$ cat config.mk
export PLATFORM = sky130hd
export DESIGN_NAME = csr_access_arbiter
export DESIGN_NICKNAME = d
export VERILOG_FILES = /design/src/rtl/csr_access_arbiter_pkg.sv /design/src/rtl/csr_access_arbiter_rr_pick.sv /design/src/rtl/csr_access_arbiter.sv
export SDC_FILE = /design/constraint.sdc
export NUM_CORES = 1
export LEC_CHECK = 0
export BUFFER_PORTS_ARGS = -buffer_cell sky130_fd_sc_hd__buf_2
export CORE_ASPECT_RATIO = 0.6
export CORE_UTILIZATION = 45
export DETAILED_ROUTE_END_ITERATION = 7
export PLACE_DENSITY = 0.8
export SETUP_SLACK_MARGIN = 0.15
export SLEW_MARGIN = 15
export SYNTH_ARGS = -nofsm -noshare
export SYNTH_HDL_FRONTEND = slang
export SYNTH_SLANG_ARGS = --single-unit
$ cat constraint.sdc
create_clock -name CLK -period 5 [get_ports CLK]
set_input_delay 0.25 -clock CLK [delete_from_list [all_inputs] [get_ports CLK]]
set_output_delay 0.25 -clock CLK [all_outputs]
set_load 0.005 [all_outputs]
$ cat src/rtl/csr_access_arbiter_pkg.sv
// Shared types and width helpers for the CSR access arbiter.
package csr_arb_pkg;

  // Transaction phases: wait for a request, strobe the bank, wait for its ACK, report back.
  typedef enum logic [1:0] {
    IDLE  = 2'd0,
    ISSUE = 2'd1,
    WAIT  = 2'd2,
    DONE  = 2'd3
  } state_t;

  // Bits needed to index n requesters (never narrower than one bit).
  function automatic int idx_width(input int n);
    return (n > 1) ? $clog2(n) : 1;
  endfunction

  // Bits needed to count up to t inclusive.
  function automatic int cnt_width(input int t);
    return $clog2(t + 1);
  endfunction

endpackage

$ cat src/rtl/csr_access_arbiter_rr_pick.sv
// Round-robin picker: rotate the request vector so the slot after the last
// grant sits at bit 0, take the lowest set bit, then rotate the index back.
module rr_pick
  import csr_arb_pkg::*;
#(
  parameter int NUM_REQ = 4
) (
  input  logic [NUM_REQ-1:0]            req,
  input  logic [idx_width(NUM_REQ)-1:0] ptr,
  output logic                          any,
  output logic [idx_width(NUM_REQ)-1:0] win
);

  localparam int IW  = idx_width(NUM_REQ);
  localparam int IW1 = IW + 1;
  localparam int N2  = 2 * NUM_REQ;

  logic [N2-1:0]      dbl;
  logic [NUM_REQ-1:0] rot;
  logic [IW1-1:0]     start;
  logic [IW1-1:0]     k;
  logic [IW1-1:0]     sum;

  // Rotate, find the lowest requesting slot, and map it back to a requester index.
  always_comb begin
    start = (ptr == IW'(NUM_REQ - 1)) ? '0 : ({1'b0, ptr} + IW1'(1));
    dbl   = {req, req};
    rot   = NUM_REQ'(dbl >> start);
    any   = |rot;
    k     = '0;
    for (int i = NUM_REQ - 1; i >= 0; i--) begin
      if (rot[i]) k = IW1'(i);
    end
    sum = start + k;
    win = IW'((sum >= IW1'(NUM_REQ)) ? (sum - IW1'(NUM_REQ)) : sum);
  end

endmodule

$ cat src/rtl/csr_access_arbiter.sv
// Shares one register-bank port between NUM_REQ requesters: round-robin grant,
// one transaction in flight, single-cycle strobe, ACK wait with timeout.
//
// Handshake: a requester raises REQ_VALID[i] with its payload and holds it
// until REQ_DONE[i] pulses for one cycle; the payload is latched at grant, so
// later changes (including dropping REQ_VALID) do not affect the transaction.
// On the bank side REG_WEN/REG_REN pulse for one cycle; REG_ACK is honoured
// only in the strobe cycle or while waiting and is ignored otherwise.
module csr_access_arbiter
  import csr_arb_pkg::*;
#(
  parameter int NUM_REQ    = 4,
  parameter int ADDR_WIDTH = 8,
  parameter int DATA_WIDTH = 32,
  parameter int TIMEOUT    = 15
) (
  input  logic                             CLK,
  input  logic                             RST,
  input  logic [NUM_REQ-1:0]               REQ_VALID,
  input  logic [NUM_REQ-1:0]               REQ_WRITE,
  input  logic [NUM_REQ*ADDR_WIDTH-1:0]    REQ_ADDR,
  input  logic [NUM_REQ*DATA_WIDTH-1:0]    REQ_WDATA,
  output logic [NUM_REQ-1:0]               REQ_DONE,
  output logic [DATA_WIDTH-1:0]            RSP_RDATA,
  output logic                             RSP_ERR,
  output logic                             REG_WEN,
  output logic                             REG_REN,
  output logic [ADDR_WIDTH-1:0]            REG_ADDR,
  output logic [DATA_WIDTH-1:0]            REG_WDATA,
  input  logic [DATA_WIDTH-1:0]            REG_RDATA,
  input  logic                             REG_ACK,
  output state_t                           dbg_state
);

  localparam int IW = idx_width(NUM_REQ);
  localparam int CW = cnt_width(TIMEOUT);

  state_t                state_q, state_nxt;
  logic [IW-1:0]         ptr_q;
  logic [IW-1:0]         idx_q;
  logic                  wr_q;
  logic [ADDR_WIDTH-1:0] addr_q;
  logic [DATA_WIDTH-1:0] wdata_q;
  logic [DATA_WIDTH-1:0] rdata_q;
  logic                  err_q;
  logic [CW-1:0]         cnt_q;

  logic                  pick_any;
  logic [IW-1:0]         pick_win;

  logic [ADDR_WIDTH-1:0] addr_arr  [NUM_REQ];
  logic [DATA_WIDTH-1:0] wdata_arr [NUM_REQ];

  for (genvar g = 0; g < NUM_REQ; g++) begin : g_unpack
    assign addr_arr[g]  = REQ_ADDR[g*ADDR_WIDTH +: ADDR_WIDTH];
    assign wdata_arr[g] = REQ_WDATA[g*DATA_WIDTH +: DATA_WIDTH];
  end

  rr_pick #(.NUM_REQ(NUM_REQ)) u_pick (
    .req (REQ_VALID),
    .ptr (ptr_q),
    .any (pick_any),
    .win (pick_win)
  );

  logic timed_out;
  assign timed_out = (cnt_q == CW'(TIMEOUT - 1));

  // State register.
  always_ff @(posedge CLK) begin
    if (RST) state_q <= IDLE;
    else     state_q <= state_nxt;
  end

  // Next-state decode and output generation from the current phase.
  always_comb begin
    state_nxt = state_q;
    REG_WEN   = 1'b0;
    REG_REN   = 1'b0;
    REQ_DONE  = '0;
    RSP_RDATA = '0;
    RSP_ERR   = 1'b0;
    unique case (state_q)
      IDLE:  if (pick_any) state_nxt = ISSUE;
      ISSUE: begin
        REG_WEN   = wr_q;
        REG_REN   = ~wr_q;
        state_nxt = REG_ACK ? DONE : WAIT;
      end
      WAIT:  if (REG_ACK || timed_out) state_nxt = DONE;
      DONE: begin
        REQ_DONE[idx_q] = 1'b1;
        RSP_RDATA       = rdata_q;
        RSP_ERR         = err_q;
        state_nxt       = IDLE;
      end
      default: state_nxt = IDLE;
    endcase
  end

  assign REG_ADDR  = addr_q;
  assign REG_WDATA = wdata_q;
  assign dbg_state = state_q;

  // Grant latch, timeout counter and response capture.
  always_ff @(posedge CLK) begin
    if (RST) begin
      ptr_q   <= IW'(NUM_REQ - 1);
      idx_q   <= '0;
      wr_q    <= 1'b0;
      addr_q  <= '0;
      wdata_q <= '0;
      rdata_q <= '0;
      err_q   <= 1'b0;
      cnt_q   <= '0;
    end else begin
      unique case (state_q)
        IDLE: begin
          if (pick_any) begin
            idx_q   <= pick_win;
            ptr_q   <= pick_win;
            wr_q    <= REQ_WRITE[pick_win];
            addr_q  <= addr_arr[pick_win];
            wdata_q <= wdata_arr[pick_win];
            rdata_q <= '0;
            err_q   <= 1'b0;
          end
        end
        ISSUE: begin
          cnt_q <= '0;
          if (REG_ACK && !wr_q) rdata_q <= REG_RDATA;
        end
        WAIT: begin
          if (REG_ACK) begin
            if (!wr_q) rdata_q <= REG_RDATA;
          end else begin
            cnt_q <= cnt_q + CW'(1);
            if (timed_out) err_q <= 1'b1;
          end
        end
        default: ;
      endcase
    end
  end

endmodule

# Word-level counts from Yosys, hierarchy flattened
# Index checks and enable logic that the tools add are counted.
[word_totals]
elab_cells = 83
register_bits = 84
out_inout_bits = 81
input_bits = 203
[classes]
n_reduce_logical = 14
shifts = 1
eq_ne = 12
bitwise_logic = 2
addsub = 4
order_cmp = 5
mux = 36
[op_table]
columns = ["operator", "count"]
rows = [
  ["$mux W32", 7],
  ["$pmux W32 S3", 1],
  ["$bmux W32 S2", 1],
  ["$bmux W8 S2", 1],
  ["$mux W8", 2],
  ["$mux W2", 7],
  ["$ne A2 B2 Y1 const B", 7],
  ["$mux W1", 9],
  ["$mux W4", 2],
  ["$pmux W2 S4", 1],
  ["$pmux W4 S2", 1],
  ["$shr A8 B3 Y4", 1],
  ["$eq A2 B2 Y1 const B", 3],
  ["$ge A3 B3 Y1 const B", 2],
  ["$lt A2 B3 Y1 const B", 2],
  ["$reduce_and A2 Y1", 3],
  ["$reduce_and A5 Y1", 1],
  ["$add A4 B1 Y4 const B", 1],
  ["$eq A4 B4 Y1 const B", 1],
  ["$reduce_and A4 Y1", 1],
  ["$reduce_bool A2 Y1", 2],
  ["$reduce_or A4 Y1", 1],
  ["$add A2 B1 Y3 const B", 1],
  ["$add A3 B2 Y3", 1],
  ["other kinds (14)", 15],
]

# Logic depth before layout (Yosys ltp)
# Gate-level depths: netlist of run 1.
[depth]
depth_word = 14
mapped_depth = 11
mapped_depth_nobuf = 9

# By module
# From an unflattened synthesis of run 1, not the netlist that was laid out.
[unflattened]
hier_cells = 417
hier_area_um2 = 4369.2
[by_module_without_submodules]
columns = ["module", "seq_area_each_um2", "cells_per_inst", "n_inst", "area_per_inst_um2"]
rows = [
  ["csr_access_arbiter", 1681.6, 403, 1, 4270.3],
  ["rr_pick", 0.0, 14, 1, 98.8],
]

# Worst setup path after synthesis of run 1
# OpenSTA, ideal clock, no wires.
[synth_path]
path_type = "register to register"
from = "register ptr_q[0]"
to = "register wdata_q[17], in the netlist REG_WDATA[17]"
path_buffers = 2
t_arrival_ps = 2822
required_time_ps = 4862
setup_time_ps = 138
path_stages_with_launch = 12
period_less_slack_ps = 2960
setup_slack_ps = 2040
cell_sequence = "dfxtp_1 ha_1 nand2b_1 a21oi_1 nor2_1 o31a_1 ha_1 buf_2 buf_2 mux4_2 o311ai_0 o211ai_2"
[synth_via]
elab_chain_cells = 14
word_cells_on_any_way = 18
cone_classes = "add/sub (3); order compare (1); eq/ne (1); shift (1); mux (9); bitwise (1); reduce/logical (2)"
[synth_lines]
columns = ["item", "line_no", "source"]
rows = [
  ["start: declaration", "csr_access_arbiter.sv:39", "logic [IW-1:0] ptr_q;"],
  ["start signal: assignment", "csr_access_arbiter.sv:108", "ptr_q <= IW'(NUM_REQ - 1);"],
  ["start signal: assignment", "csr_access_arbiter.sv:121", "ptr_q <= pick_win;"],
  ["$add A2 B1 Y3 or $eq A2 B2 Y1 (tied branches)", "csr_access_arbiter_rr_pick.sv:26", "start = (ptr == IW'(NUM_REQ - 1)) ? '0 : ({1'b0, ptr} + IW1'(1));"],
  ["$mux W3 (*)", "csr_access_arbiter_rr_pick.sv:26", ""],
  ["$shr A8 B3 Y4", "csr_access_arbiter_rr_pick.sv:28", "rot = NUM_REQ'(dbl >> start);"],
  ["$mux W2 (4 in a row)", "csr_access_arbiter_rr_pick.sv:32", "if (rot[i]) k = IW1'(i);"],
  ["$add A3 B2 Y3 (*)", "csr_access_arbiter_rr_pick.sv:34", "sum = start + k;"],
  ["$ge A3 B3 Y1 or $sub A2 B1 Y2 (tied branches)", "csr_access_arbiter_rr_pick.sv:35", "win = IW'((sum >= IW1'(NUM_REQ)) ? (sum - IW1'(NUM_REQ)) : sum);"],
  ["$mux W2 (*)", "csr_access_arbiter_rr_pick.sv:35", ""],
  ["named net pick_win[0]", "csr_access_arbiter.sv:49", "logic [IW-1:0] pick_win;"],
  ["$not A2 Y3 (not written as such) (*)", "csr_access_arbiter.sv:124", "wdata_q <= wdata_arr[pick_win];"],
  ["$bmux W32 S2 (*)", "csr_access_arbiter.sv:124", ""],
  ["$mux W32 (not written as such) (*) (2 in a row)", "csr_access_arbiter.sv:124", ""],
  ["end signal: assignment", "csr_access_arbiter.sv:124", ""],
  ["end: declaration", "csr_access_arbiter.sv:43", "logic [DATA_WIDTH-1:0] wdata_q;"],
]
# Mark *: on every way through the listed nets, which the timed path passes. The rest lies on a longest branch. The select of a mux whose other input is x is not followed.
# A chain may end at the register's enable or synchronous reset.

# Final worst setup path of run 1
[layout_path]
from = "register ptr_q[0]"
to = "register wdata_q[19], in the netlist REG_WDATA[19]"
# The elaborated chain is that of the path after synthesis.

==> metrics, run 1 <==
Leak Pwr=0.00344 uW; fin nets=1058; CTS Sinks=84; Initial Util=0.464; layout cells sized above 1=0.516; post-synthesis register bit count=84; P_int=2880 uW; die height=94.1 um; Die Area=14600 um2; n_diodes=0; post-route DRC violation count=0; Final Util=0.590; FF/Latch Area=1680 um2; MaxCap Viol Count=0; First-pass DRT Iterations=5; cells after synthesis=618; WL/cell=17.3 um; Clk Latency, worst-skew pair=0.34 ns; # rows=33; RePlAce Congestion=0.861; Switch Pwr=2030 uW; FILL cells=1186; Total GRT Usage=0.242; vias in the first global route=5595; critical path launch point type=flip-flop; Fmax=277 MHz; core area=13700 um2; final hold vios=0; DRT iter0 DRCs=522; clk root buf=clkbuf_16; most common cell after layout, fill and taps aside=buf_2; Sw Share=0.414; Longest Clk Path Bufs=2; sequential share of power=0.220; Final setup viols=0; multi-input logic area=4330 um2; Num CTS Buffers=9; CTS tree=yes; post-cts resize count=0; Final Routed Wirelength=18.1 mm; Seq/Total Area, Yosys=0.264; average cell area after synthesis=10.3 um2; most frequently used flop master after synthesis=dfxtp_1; logic gate share of total power=0.630; clock share of power=0.149; vias=6202; CP Max Fanout=47; Synth Cell Area=6360 um2; max-slew violations=0; H-tree levels=3; input/output buffers=283; global-route wire length before repair=28.3 mm; CTS Hold Bufs=0; Slew Limit Headroom=0.261; unrepaired setup endpoints after global routing=no; DRT antenna net count=0; Synth top area share=0.290; syn nets=829; most frequent cells in the layout=buf_2 (283), nand2_1 (122), dfxtp_1 (84); detailed placer's ending HPWL=12.9 mm; crit share post-route=0.723; top post-synthesis cells by area=mux4_2 (29%), dfxtp_1 (26%), o211ai_2 (7.9%), nand2_1 (7.2%), o311ai_1 (4.3%); Setup crit end kind=flip-flop; synth warn=0; run status=completed; CTS clk-pin slew, worst paths=0.07 ns; Post-synth ARST share=0; Vias/cell=5.94; post-CTS setup buffer count=0; worst vdd ir=0.662 mV; Synth area leader=mux4_2; Die W=155 um; data required time of the worst path=5.20 ns; gr ovfl total=0; Netlist cell types=52; Place WS=1.36 ns; EDFF count, synth=0; Fin Clk Skew=0.00761 ns; P&R area growth vs syn=27.2%; Final TNS setup=0 ns; io pins=284; largest net degree at the start of global routing=85; critical path class=flip-flop to flip-flop; pwr/cell area=607 nW/um2; Worst-Margin Slew=1.11 ns; initial antenna violation count=1; final worst slack=1.39 ns; Tmin final=3.61 ns; worst hold path type=primary input to flip-flop; CP Data Arrival Time=3.82 ns
## flip-flops by register name, summed over array words and instances, names as in the netlist
register	count
REG_WDATA	32
rdata_q	32
REG_ADDR	8
cnt_q	4
dbg_state	2
idx_q	2
ptr_q	2
err_q	1
wr_q	1
## critical path, stage by stage (launching register included)
cell	delay (ns)
dfxtp_1	0.35
ha_1	0.36
nand2b_1	0.22
a21oi_1	0.17
nor2_1	0.05
o31a_1	0.32
ha_4	0.72
buf_12	0.40
mux4_2	0.54
o311ai_0	0.16
o211ai_2	0.15
## layout make-up
| type | instances | share of cell area |
|---|---|---|
| flip-flops and latches | 84 | 0.208 |
| inverters | 9 | 0.00418 |
| multi-input cells | 453 | 0.535 |
| clock buffers | 9 | 0.0278 |
| well taps | 192 | 0.0297 |
| clock inverters | 7 | 0.0122 |
| repair buffers | 290 | 0.183 |
## metrics by stage
stage	instances	instance area (um2)	power, uW	hold slack, ns
after floorplan	618	6360	3550	0.416
after global placement	1028	7770	4160	0.434
after detailed placement	1028	7770	4200	0.440
after CTS	1044	8090	4950	0.167
after global routing	1044	8090	5260	0.178
final	1044	8090	4910	0.178
## Yosys cell counts, types with 2 or more instances
cell type and count:
dfxtp_1 84, nor2_1 10, clkbuf_1 36, inv_1 9
nor2b_1 4, a311oi_1 4, nor2_2 2, o211ai_2 40
mux4_2 82, and2_1 35, o311ai_1 31, a22oi_1 2
nor3b_1 2, a21oi_1 37, ha_1 8, buf_6 6
nand2b_1 2, o311ai_0 10, nand2_1 122, buf_2 28
nand3_1 33
## logic make-up after synthesis
family          after synthesis  synth area share
compound gates              144             0.207
fa+ha+maj                     8            0.0157
buf+inv                      81            0.0610
flops                        84             0.264
mux                          83             0.292
simple gates                218             0.160
## power groups by stage
stage | registers [uW] | logic [uW] | clock network [uW]
floorplan | 1090 | 2460 | 0
global placement | 1080 | 3070 | 0
detailed placement | 1090 | 3110 | 0
CTS | 1080 | 3120 | 746
global route | 1110 | 3380 | 771
finish | 1080 | 3100 | 733
## worst paths after layout
check / from / to / slack, ns / cells past startpoint
max: ptr_q[0]$_SDFFE_PP1P_ / REG_WDATA[19]$_SDFFE_PP0P_ / 1.39 / 10
min: REG_RDATA[20] / rdata_q[20]$_SDFFE_PP0P_ / 0.18 / 3
max reg2reg: ptr_q[0]$_SDFFE_PP1P_ / REG_WDATA[19]$_SDFFE_PP0P_ / 1.39 / 10
min reg2reg: rdata_q[8]$_SDFFE_PP0P_ / rdata_q[8]$_SDFFE_PP0P_ / 0.44 / 2
## layer usage
| layer | track usage | vias to the layer above | share of wire |
|---|---|---|---|
| li1 | - | 2852 | - |
| met4 | 0.0678 | 2 | 0.016 |
| met3 | 0.0567 | 26 | 0.081 |
| met2 | 0.407 | 327 | 0.49 |
| met5 | 0 | - | 0.00072 |
| met1 | 0.311 | 2995 | 0.41 |
(Power assumes the default switching activity.)
==> inputs of run 2 (changes only) <==
clock period = 3.6 ns   (was 5 ns; I/O delays follow)
==> run 2 against run 1 <==
Effect of this change: first-iteration DRC count decreased by 2.3%; die area unchanged; clock skew increased by 0.0019 ns; clock-buffer cell count increased by 2; largest power group unchanged; fmax increased by 14%; critical path depth unchanged; worst hold slack got worse by 0.061 ns; sequential power increased by 40%; worst setup slack got worse by 0.96 ns; sequential share of layout area decreased by 0.18 points; combinational power increased by 43%; critical path type unchanged; flip-flop and latch count unchanged.
==> metrics, run 2 (synthesis results as in run 1) <==
CTS tree=yes; Tmin final=3.18 ns (-0.437 ns); Leak Pwr=0.00348 uW (+1.2%); clk root buf=clkbuf_16; core area=13700 um2 (unchanged); fin nets=1066 (+0.76%); most frequent cells in the layout=buf_2 (283), nand2_1 (122), dfxtp_1 (84); n_diodes=0 (unchanged); data required time of the worst path=3.78 ns (-1.42 ns); Longest Clk Path Bufs=2 (unchanged); Placed Area=7840 um2 (+0.93%); Die W=155 um (unchanged); most common cell after layout, fill and taps aside=buf_2; DRT antenna net count=0 (unchanged); crit share post-route=0.883 (+0.160); Die Area=14600 um2 (unchanged); MaxCap Viol Count=0 (unchanged); Clk Latency, worst-skew pair=0.33 ns (about the same); # rows=33 (unchanged); max-slew violations=0 (unchanged); critical path class=flip-flop to flip-flop; WL/cell=17.0 um (-1.7%); Final Routed Wirelength=17.9 mm (-1.0%); global-route wire length before repair=28.3 mm (about the same); Final TNS setup=0 ns (unchanged); vias in the first global route=5729 (+2.4%); DRT iter0 DRCs=510 (-2.3%); Slew Limit Headroom=0.250 (-0.0117); Vias/cell=5.91 (-0.52%); gr ovfl total=0 (unchanged); initial antenna violation count=1 (unchanged); Fmax=315 MHz (+14%); Initial Util=0.464 (unchanged); Num CTS Buffers=9 (unchanged); metal2 WL=8.51 mm (-3.9%); detailed placer's ending HPWL=13.1 mm (+2.1%); post-cts resize count=0 (unchanged); Setup crit end kind=flip-flop; P&R area growth vs syn=28.4%; final hold vios=0 (unchanged); CP Data Arrival Time=3.36 ns (-0.46 ns); worst hold path type=primary input to flip-flop; Final Total Pwr=6940 uW (+41%); Final setup viols=0 (unchanged); final worst slack=0.423 ns (-0.963 ns); Worst-Margin Slew=1.13 ns (+0.0175 ns); worst vdd ir=0.448 mV (-32%); io pins=284 (unchanged); CTS clk-pin slew, worst paths=0.06 ns (about the same); layout cells sized above 1=0.519 (+0.00278); post-route DRC violation count=0 (unchanged); Fin Clk Skew=0.00948 ns (+0.00188 ns); post-CTS setup buffer count=0 (unchanged); CP Max Fanout=19 (-60%); First-pass DRT Iterations=5 (unchanged); CTS Sinks=84 (unchanged); met3 wire length=1.32 mm (-10%); CTS Hold Bufs=0 (unchanged); top sig layer=met5; pwr/cell area=850 nW/um2 (+40%); critical path launch point type=flip-flop; Place WS=0.402 ns (-0.956 ns); vias=6211 (+0.15%); Total GRT Usage=0.243 (+0.00133); H-tree levels=3 (unchanged); RePlAce Congestion=0.826 (-4.1%); die height=94.1 um (unchanged); unrepaired setup endpoints after global routing=no; input/output buffers=283 (unchanged); run status=completed; met1 wire length=7.63 mm (+2.5%); fin area=8160 um2 (+0.90%); largest net degree at the start of global routing=85 (unchanged)
[run 2: worst max-delay path: stages, from the launching register on]
cell	delay, ns
dfxtp_1	0.34
ha_1	0.35
nand2b_1	0.22
a21oi_1	0.17
nor2_1	0.05
o31a_1	0.31
ha_4	0.50
buf_4	0.29
mux4_2	0.52
o311ai_1	0.13
o211ai_2	0.14
[run 2: per-layer routing]
layer / GRT usage / up-vias
met4: 0.0923 / 2
met1: 0.322 / 3002
met3: 0.0521 / 39
met2: 0.391 / 299
li1: - / 2869
met5: 0 / -
[run 2: per-stage QoR]
stage	hold WS [ns]	std cells	utilization
final	0.117	1051	0.596
after global routing	0.112	1051	0.596
after CTS	0.106	1051	0.596
after detailed placement	0.439	1036	0.572
after global placement	0.434	1036	0.572
after floorplan	0.346	618	-
[run 2: area by class of cell]
cell class                      count  area (um2)
Multi-Input combinational cell    453        4330
Clock inverter                      4        72.6
Tap cell                          192         240
Timing Repair Buffer              298        1550
Clock buffer                       11         253
Fill cell                        1199        5540
Sequential cell                    84        1680
Inverter                            9        33.8
[run 2: final timing paths]
path                            cells past startpoint  slack, ns                    endpoint                    start
worst max register to register                     10       0.42  REG_WDATA[31]$_SDFFE_PP0P_    ptr_q[0]$_SDFFE_PP1P_
worst min-delay path                                3       0.12     rdata_q[5]$_SDFFE_PP0P_             REG_RDATA[5]
worst min register to register                      2       0.45     rdata_q[8]$_SDFFE_PP0P_  rdata_q[8]$_SDFFE_PP0P_
worst max-delay path                               10       0.42  REG_WDATA[31]$_SDFFE_PP0P_    ptr_q[0]$_SDFFE_PP1P_
[run 2: report_power, final]
group | switching (uW) | internal (uW) | leakage (uW) | total, uW
combinational | 2240 | 2180 | 0.00263 | 4420
sequential | 201 | 1310 | 0.000690 | 1510
clock | 365 | 640 | 0.000158 | 1010
